--- src/rtl/axi_rd_arb_if.sv ---
// axi_rd_arb_if -- bundle of the AXI read-channel signals around axi_rd_arb.
//
// Master side (one slice per upstream master, master i at slice i):
//   m_ar_pld  {arid, araddr, arlen, arsize, arburst, aruser}
//   m_arvalid, m_arready
//   m_r_pld   {rid, rdata, rresp, ruser}
//   m_rlast, m_rvalid, m_rready
// Slave side (single downstream slave; id widened by IDX_W grant bits):
//   s_ar_pld, s_arvalid, s_arready
//   s_r_pld, s_rlast, s_rvalid, s_rready
//
// Modports:
//   slave  -- the arbiter: accepts requests from masters, drives the slave.
//   master -- the environment: drives master requests and slave responses.
interface axi_rd_arb_if #(
   parameter int NUM_MST = 4,
   parameter int ID_W    = 4,
   parameter int ADDR_W  = 32,
   parameter int DATA_W  = 32,
   parameter int USER_W  = 1
);
   localparam int IDX_W = (NUM_MST > 1) ? $clog2(NUM_MST) : 1;
   localparam int AR_W  = ID_W + ADDR_W + 8 + 3 + 2 + USER_W;
   localparam int R_W   = ID_W + DATA_W + 2 + USER_W;

   logic [NUM_MST*AR_W-1:0] m_ar_pld;
   logic [NUM_MST-1:0]      m_arvalid;
   logic [NUM_MST-1:0]      m_arready;
   logic [NUM_MST*R_W-1:0]  m_r_pld;
   logic [NUM_MST-1:0]      m_rlast;
   logic [NUM_MST-1:0]      m_rvalid;
   logic [NUM_MST-1:0]      m_rready;

   logic [AR_W+IDX_W-1:0]   s_ar_pld;
   logic                    s_arvalid;
   logic                    s_arready;
   logic [R_W+IDX_W-1:0]    s_r_pld;
   logic                    s_rlast;
   logic                    s_rvalid;
   logic                    s_rready;

   modport slave (
      input  m_ar_pld, m_arvalid, m_rready,
      output m_arready, m_r_pld, m_rlast, m_rvalid,
      output s_ar_pld, s_arvalid, s_rready,
      input  s_arready, s_r_pld, s_rlast, s_rvalid
   );

   modport master (
      output m_ar_pld, m_arvalid, m_rready,
      input  m_arready, m_r_pld, m_rlast, m_rvalid,
      input  s_ar_pld, s_arvalid, s_rready,
      output s_arready, s_r_pld, s_rlast, s_rvalid
   );
endinterface

--- src/rtl/axi_rd_arb.sv ---
// axi_rd_arb -- round-robin arbiter letting NUM_MST AXI read masters share
// one slave, one transaction outstanding at a time.
//
// Ports:
//   clk    rising-edge clock
//   rst    asynchronous active-high reset
//   bus    axi_rd_arb_if.slave: per-master AR/R channels and the slave AR/R
//          channels (slave id = {grant, master id})
//   id_err sticky flag: slave returned an R beat whose id extension did not
//          match the current grant
//
// Build option: define AXI_RD_ARB_ID_CHECK_EN to enable the R-id check
// (mismatching beats are forwarded with rresp forced to SLVERR and id_err
// latches). Without it the id extension bits are ignored and id_err is 0.
module axi_rd_arb #(
   parameter int NUM_MST = 4,
   parameter int ID_W    = 4,
   parameter int ADDR_W  = 32,
   parameter int DATA_W  = 32,
   parameter int USER_W  = 1
) (
   input  logic             clk,
   input  logic             rst,
   axi_rd_arb_if.slave      bus,
   output logic             id_err
);
   localparam int IDX_W = (NUM_MST > 1) ? $clog2(NUM_MST) : 1;
   localparam int AR_W  = ID_W + ADDR_W + 8 + 3 + 2 + USER_W;
   localparam int R_W   = ID_W + DATA_W + 2 + USER_W;

   typedef enum logic [1:0] {
      S_IDLE,
      S_ADDR,
      S_DATA
   } state_t;

   state_t           state_q, state_d;
   logic [IDX_W-1:0] grant_q, grant_d;
   logic [IDX_W-1:0] rr_ptr_q, rr_ptr_d;
   logic             id_err_q, id_err_d;

   logic [IDX_W-1:0] arb_sel;
   logic             arb_found;
   logic [AR_W-1:0]  ar_sel;
   logic [R_W-1:0]   r_fwd;
   logic             id_mismatch;
   logic             ar_hs;
   logic             r_last_hs;

   // ------------------------------------------------------------------
   // Round-robin pick: first requester scanning cyclically from rr_ptr+1.
   // ------------------------------------------------------------------
   always_comb begin
      arb_sel   = '0;
      arb_found = 1'b0;
      for (int unsigned k = 1; k <= NUM_MST; k++) begin
         logic [IDX_W-1:0] idx;
         idx = IDX_W'((32'(rr_ptr_q) + k) % NUM_MST);
         if (!arb_found && bus.m_arvalid[idx]) begin
            arb_sel   = idx;
            arb_found = 1'b1;
         end
      end
   end

   // Payload of the granted master.
   always_comb begin
      ar_sel = '0;
      for (int unsigned i = 0; i < NUM_MST; i++) begin
         if (IDX_W'(i) == grant_q) ar_sel = bus.m_ar_pld[i*AR_W +: AR_W];
      end
   end

   // ------------------------------------------------------------------
   // Response id check.
   // ------------------------------------------------------------------
`ifdef AXI_RD_ARB_ID_CHECK_EN
   assign id_mismatch = (state_q == S_DATA) &&
                        (bus.s_r_pld[R_W +: IDX_W] != grant_q);
`else
   logic unused_rid_ext;
   assign unused_rid_ext = ^bus.s_r_pld[R_W +: IDX_W];
   assign id_mismatch    = 1'b0;
`endif

   assign ar_hs     = (state_q == S_ADDR) && bus.s_arready;
   assign r_last_hs = (state_q == S_DATA) && bus.s_rvalid &&
                      bus.s_rready && bus.s_rlast;

   // ------------------------------------------------------------------
   // State register.
   // ------------------------------------------------------------------
   always_ff @(posedge clk or posedge rst) begin
      if (rst) begin
         state_q  <= S_IDLE;
         grant_q  <= '0;
         rr_ptr_q <= IDX_W'(NUM_MST - 1);
         id_err_q <= 1'b0;
      end else begin
         state_q  <= state_d;
         grant_q  <= grant_d;
         rr_ptr_q <= rr_ptr_d;
         id_err_q <= id_err_d;
      end
   end

   // ------------------------------------------------------------------
   // Next-state logic.
   // ------------------------------------------------------------------
   always_comb begin
      state_d  = state_q;
      grant_d  = grant_q;
      rr_ptr_d = rr_ptr_q;
      id_err_d = id_err_q;
      case (state_q)
         S_IDLE: begin
            if (arb_found) begin
               state_d = S_ADDR;
               grant_d = arb_sel;
            end
         end
         // Grant is held even if the master withdraws arvalid here.
         S_ADDR: begin
            if (ar_hs) begin
               state_d  = S_DATA;
               rr_ptr_d = grant_q;
            end
         end
         S_DATA: begin
            if (r_last_hs) state_d = S_IDLE;
         end
         default: state_d = S_IDLE;
      endcase
`ifdef AXI_RD_ARB_ID_CHECK_EN
      if (id_mismatch && bus.s_rvalid && bus.s_rready) id_err_d = 1'b1;
`else
      id_err_d = 1'b0;
`endif
   end

   // ------------------------------------------------------------------
   // Outputs.
   // ------------------------------------------------------------------
   always_comb begin
      bus.s_arvalid = (state_q == S_ADDR);
      bus.s_ar_pld  = {grant_q, ar_sel};
      bus.s_rready  = 1'b0;
      bus.m_arready = '0;
      bus.m_rvalid  = '0;
      bus.m_rlast   = '0;
      for (int unsigned i = 0; i < NUM_MST; i++) begin
         if (IDX_W'(i) == grant_q) begin
            bus.m_arready[i] = (state_q == S_ADDR) && bus.s_arready;
            bus.m_rvalid[i]  = (state_q == S_DATA) && bus.s_rvalid;
            bus.m_rlast[i]   = (state_q == S_DATA) && bus.s_rlast;
            if (state_q == S_DATA) bus.s_rready = bus.m_rready[i];
         end
      end

      // R payload is broadcast to every master; only valid/last are steered.
      r_fwd = bus.s_r_pld[R_W-1:0];
      if (id_mismatch) r_fwd[USER_W +: 2] = 2'b10;
      bus.m_r_pld = {NUM_MST{r_fwd}};
   end

   assign id_err = id_err_q;
endmodule

--- src/flat_wrapper.sv ---
// flat-port wrapper written by rule: the top's interface ports become plain ports
module axi_rd_arb_flat 
#(
   parameter int NUM_MST = 4,
   parameter int ID_W    = 4,
   parameter int ADDR_W  = 32,
   parameter int DATA_W  = 32,
   parameter int USER_W  = 1
)
  (clk, rst, id_err, bus_m_ar_pld, bus_m_arvalid, bus_m_rready, bus_m_arready, bus_m_r_pld, bus_m_rlast, bus_m_rvalid, bus_s_ar_pld, bus_s_arvalid, bus_s_rready, bus_s_arready, bus_s_r_pld, bus_s_rlast, bus_s_rvalid);
  axi_rd_arb_if #(.NUM_MST(NUM_MST), .ID_W(ID_W), .ADDR_W(ADDR_W), .DATA_W(DATA_W), .USER_W(USER_W)) bus_i ();
  input  logic clk;
  input  logic rst;
  output logic id_err;
  input wire logic [$bits(bus_i.m_ar_pld)-1:0] bus_m_ar_pld;
  input wire logic [$bits(bus_i.m_arvalid)-1:0] bus_m_arvalid;
  input wire logic [$bits(bus_i.m_rready)-1:0] bus_m_rready;
  output wire logic [$bits(bus_i.m_arready)-1:0] bus_m_arready;
  output wire logic [$bits(bus_i.m_r_pld)-1:0] bus_m_r_pld;
  output wire logic [$bits(bus_i.m_rlast)-1:0] bus_m_rlast;
  output wire logic [$bits(bus_i.m_rvalid)-1:0] bus_m_rvalid;
  output wire logic [$bits(bus_i.s_ar_pld)-1:0] bus_s_ar_pld;
  output wire logic [$bits(bus_i.s_arvalid)-1:0] bus_s_arvalid;
  output wire logic [$bits(bus_i.s_rready)-1:0] bus_s_rready;
  input wire logic [$bits(bus_i.s_arready)-1:0] bus_s_arready;
  input wire logic [$bits(bus_i.s_r_pld)-1:0] bus_s_r_pld;
  input wire logic [$bits(bus_i.s_rlast)-1:0] bus_s_rlast;
  input wire logic [$bits(bus_i.s_rvalid)-1:0] bus_s_rvalid;
  assign bus_i.m_ar_pld = bus_m_ar_pld;
  assign bus_i.m_arvalid = bus_m_arvalid;
  assign bus_i.m_rready = bus_m_rready;
  assign bus_m_arready = bus_i.m_arready;
  assign bus_m_r_pld = bus_i.m_r_pld;
  assign bus_m_rlast = bus_i.m_rlast;
  assign bus_m_rvalid = bus_i.m_rvalid;
  assign bus_s_ar_pld = bus_i.s_ar_pld;
  assign bus_s_arvalid = bus_i.s_arvalid;
  assign bus_s_rready = bus_i.s_rready;
  assign bus_i.s_arready = bus_s_arready;
  assign bus_i.s_r_pld = bus_s_r_pld;
  assign bus_i.s_rlast = bus_s_rlast;
  assign bus_i.s_rvalid = bus_s_rvalid;
  axi_rd_arb #(.NUM_MST(NUM_MST), .ID_W(ID_W), .ADDR_W(ADDR_W), .DATA_W(DATA_W), .USER_W(USER_W)) u_core (.clk(clk), .rst(rst), .bus(bus_i), .id_err(id_err));
endmodule
--- config.mk ---
export PLATFORM = sky130hd
export DESIGN_NAME = axi_rd_arb_flat
export DESIGN_NICKNAME = d
export VERILOG_FILES = /design/src/rtl/axi_rd_arb_if.sv /design/src/rtl/axi_rd_arb.sv /design/src/flat_wrapper.sv
export SDC_FILE = /design/constraint.sdc
export NUM_CORES = 1
export LEC_CHECK = 0
export ABC_AREA = 1
export BUFFER_PORTS_ARGS = -buffer_cell sky130_fd_sc_hd__buf_2
export CAP_MARGIN = 30
export CELL_PAD_IN_SITES_DETAIL_PLACEMENT = 0
export CELL_PAD_IN_SITES_GLOBAL_PLACEMENT = 1
export CORE_AREA = 10 10 179 181
export CTS_BUF_LIST = sky130_fd_sc_hd__clkbuf_8
export DETAILED_ROUTE_END_ITERATION = 16
export DIE_AREA = 0 0 189 191
export HOLD_SLACK_MARGIN = 0.12
export PLACE_DENSITY = 0.7
export RECOVER_POWER = 100
export SLEW_MARGIN = 20
export SYNTH_ARGS = -nofsm -noshare
export SYNTH_HDL_FRONTEND = slang
export SYNTH_SLANG_ARGS = --single-unit
--- constraint.sdc ---
create_clock -name clk -period 1.9 [get_ports clk]
set_clock_uncertainty 0.15 [all_clocks]
set_input_delay 0.095 -clock clk [delete_from_list [all_inputs] [get_ports clk]]
set_output_delay 0.095 -clock clk [all_outputs]
set_load 0.005 [all_outputs]
==> run summary <==
The area growth from synthesis to layout is 38.57%. The die is 191 um tall. Number of cell instances on the worst register-to-register path: 11. The logs give 62 for the floorplan row count and 795 for the net count of the mapped netlist. The run gives 0 as the number of max-slew violations in the final report.

Once the floorplan was initialized, standard cells occupied 11.73% of the core. The static power due to leakage is 2.387 nW, and the number of clock sinks seen by CTS is 6. The tools report the total power after layout as 5.349 mW. The run gives 18,230 um as the final wirelength. The most congested layer reported by global routing is met2. Clock-pin slew was measured on the worst setup and hold paths at 0.04 ns.

Start-to-end type of the worst setup path: reg -> out. The number of global-route vias before repair was 4,331. The overall overflow remaining after global route was 0; the worst voltage drop across the vdd grid was 0.5671 mV.

The power density over cell area is 1156 nW/um^2. Routed wirelength normalized by instance count: 16.81 um. Walking the worst path, the cells encountered are inv_2 -> or2_2 -> buf_12 -> o2111ai_4 -> buf_2. The final core utilization was 16.25%; the count of input and output buffers was 278. The count of vias placed by the detailed router came out at 3,936.

TritonCTS built the clock tree. The critical register-to-register path startpoint is u_core.rr_ptr_q[0]. The clock passes through at most 2 buffers. The first global-routing pass estimated 25,990 um of wire.

In the global route stage, met1 resource usage came out at 10.55%. For the weighted congestion reported at the end of routability-driven placement, the log shows 0.8314. The run gives 34 as the post-synthesis cell type count.

The tree is rooted in a sky130_fd_sc_hd__clkbuf_8. The number of CTS-inserted buffers came out at 3. The minimum hold slack came out at 0.1955 ns.

The worst setup slack for register-to-register paths is 0.22 ns, and the hold violation count in the final report is 0. The synthesized design contains 6 register bits. The tools report the largest net degree at the start of global routing as 34. For this design, the slowest cell found on the critical path is sky130_fd_sc_hd__dfrtp_2.

The run gives 3,329 as the filler cell count in the final layout. Synthesis produced a netlist whose cell count is 541. The worst setup path is launched from a register.

In this run, the number of DRC markers left after iteration 0 of detailed routing was 116. STA puts the critical path data required time at 1.65 ns. The die covers 36,100 um^2.

The later pin in the worst-skew pair is clocked with a latency of 0.23 ns. Based on the critical path, the design can be clocked at up to 0.5283 GHz. The run finished with clean final reports. The count of buffers added by post-CTS timing repair for setup is 0. For met2 alone, demand over resource in global routing was 16.20%.

Subtracting the final worst setup slack from the clock period gives 1.893 ns. For the number of antenna violations at the first check in global routing, the log shows 0. After detailed routing, the number of remaining DRC violations is 0. Among all flip-flop cells after synthesis, the most frequent one is sky130_fd_sc_hd__dfrtp_1. In this run the critical register-to-register path is captured at u_core.grant_q[1]. For this run, the number of Yosys warnings is 0. After routing the design area is 4626 um^2. Setup repair after global routing could not meet its margin everywhere. The core region is 28,470 um^2.

Number of optimization iterations in the first detailed-route pass: 4. The synthesized area divided by synthesized cell count works out to 6.170 um^2. The via count normalized by instance count is 3.631, and the number of antenna repair diodes is 0.

The worst setup path is captured at an output pin. In the final layout, the multi-input gates occupy 1743 um^2. The share of async-settable or async-resettable flops after synthesis was 100.0%; the maximum level of the CTS H-tree was 1.

Max-cap violations in this run came to 0. The part of the cycle the worst path needs works out to 99.62%. Summing all placed instances gives a cell area of 4070 um^2. Critical path arrival: 1.65 ns. For the sequential-to-total area share from yosys stat, the log shows 4.573%.

Yosys mapped a number of flops with a built-in enable equal to 0. Summing all flip-flop and latch instances after layout gives 155.1 um^2. The tools report the half-perimeter wire length after detailed placement as 14,960 um. 477 I/O pins were placed. The min-delay analysis places its worst path in the category in -> async. Global routing used 2.861% of the available met3 tracks.

The fraction of final layout cells sized beyond drive strength 1 was 52.29%. The logs give 0 for the total of endpoints with negative setup slack in the final report and 9.015% for the global-route usage over all layers. The number of antenna-violating nets in the routed design was 0.

The final-stage net count was 956; the post-synthesis instance area was 3338 um^2. The largest incremental delay on the critical path was 0.43 ns; the largest fanout of any net on the critical path was 33. The run gives 0 ns as the final setup TNS. The horizontal die dimension works out to 189 um.
cell families after synthesis:
| family | share of synthesized area [%] |
|---|---|
| buffers and inverters | 45.80 |
| and+or+nand+nor | 28.04 |
| AOI/OAI and AO/OA | 21.48 |
| DFF | 4.573 |
| other | 0.1123 |
timing repair:
action	4_1_cts	5_1_grt
endpoints found under the setup margin	4	40
gates cloned	0	0
resized for setup	2	15
endpoints found under the hold margin	164	0
hold buffers	43	0
area by class of cell:
cell class	instances	area share, %
multi-input combinational	305	37.68
timing repair buffer	339	43.71
inverter	47	3.976
sequential	6	3.354
tap	384	10.39
clock buffer	3	0.8926
sequential cells by signal (all words and copies together) (netlist names):
name,flops
u_core.grant_q,2
u_core.rr_ptr_q,2
u_core.state_q,2
worst max-delay path, delay by kind of cell (launching register included):
family / cells / cell delay (ns)
buf+inv: 3 / 0.41
flops: 1 / 0.43
simple gates: 1 / 0.30
compound gates: 1 / 0.24
metrics by stage:
step / instances / worst slack [ns]
floorplan: 541 / 0.3506
global placement: 1039 / 0.2115
detailed placement: 1039 / 0.2188
CTS: 1085 / 0.008101
global route: 1084 / -0.04380
finish: 1084 / 0.007223
cell usage in the layout, fill, tap and decap left out, drive strengths merged, types with 6 or more instances in the layout:
cell type and n:
a21oi 6, inv 47, o2111ai 30, nand2 175
a31oi 16, buf 295, nor2 39, o21ai 19
dlygate4sd3 43, nand3 6
routing by layer:
metal	vias up	share of wire (%)
met4	0	0.75
li1	1889	-
met2	306	49
met3	8	11
met1	1733	39
met5	-	0
synthesized netlist by cell type (2+ instances only):
library cell,number,area share (%)
sky130_fd_sc_hd__inv_1,40,4.5
sky130_fd_sc_hd__buf_2,10,1.5
sky130_fd_sc_hd__buf_6,5,1.7
sky130_fd_sc_hd__clkbuf_1,5,0.56
sky130_fd_sc_hd__o2111ai_2,27,12
sky130_fd_sc_hd__dfstp_2,2,1.6
sky130_fd_sc_hd__nand4_1,3,0.56
sky130_fd_sc_hd__a21oi_1,6,0.90
sky130_fd_sc_hd__a221oi_1,4,1.0
sky130_fd_sc_hd__nand3_1,5,0.75
sky130_fd_sc_hd__nand2_4,2,0.67
sky130_fd_sc_hd__nand2_2,12,2.2
sky130_fd_sc_hd__o2111ai_1,3,0.79
sky130_fd_sc_hd__a31oi_1,16,3.0
sky130_fd_sc_hd__nor2_1,37,4.2
sky130_fd_sc_hd__nor2_4,2,0.67
sky130_fd_sc_hd__dfrtp_1,4,3.0
sky130_fd_sc_hd__o21ai_0,17,2.5
sky130_fd_sc_hd__buf_4,162,36
sky130_fd_sc_hd__inv_2,5,0.56
sky130_fd_sc_hd__nand2_1,161,18
how the worst max path moves through the flow:
stage | startpoint | endpoint | slack [ns] | cells after the start
5_1_grt | u_core.grant_q[0] | bus_s_ar_pld[33] | -0.04 | 5
4_1_cts | u_core.grant_q[1] | bus_s_ar_pld[27] | 0.008 | 6
3_3_place_gp | u_core.rr_ptr_q[0] | u_core.grant_q[1] | 0.21 | 11
3_5_place_dp | u_core.rr_ptr_q[0] | u_core.grant_q[1] | 0.22 | 11
6_report | u_core.grant_q[0] | bus_s_ar_pld[33] | 0.007 | 5
2_1_floorplan | u_core.rr_ptr_q[0] | u_core.grant_q[1] | 0.35 | 12
power by group:
group          leakage (nW)  internal (mW)  switching (mW)
Clock                0.0216          0.137          0.0606
Combinational          2.30           2.04            2.76
Sequential           0.0680          0.213           0.129
Total                  2.39           2.39            2.95
Note: power is estimated with default switching activity, not from simulation.
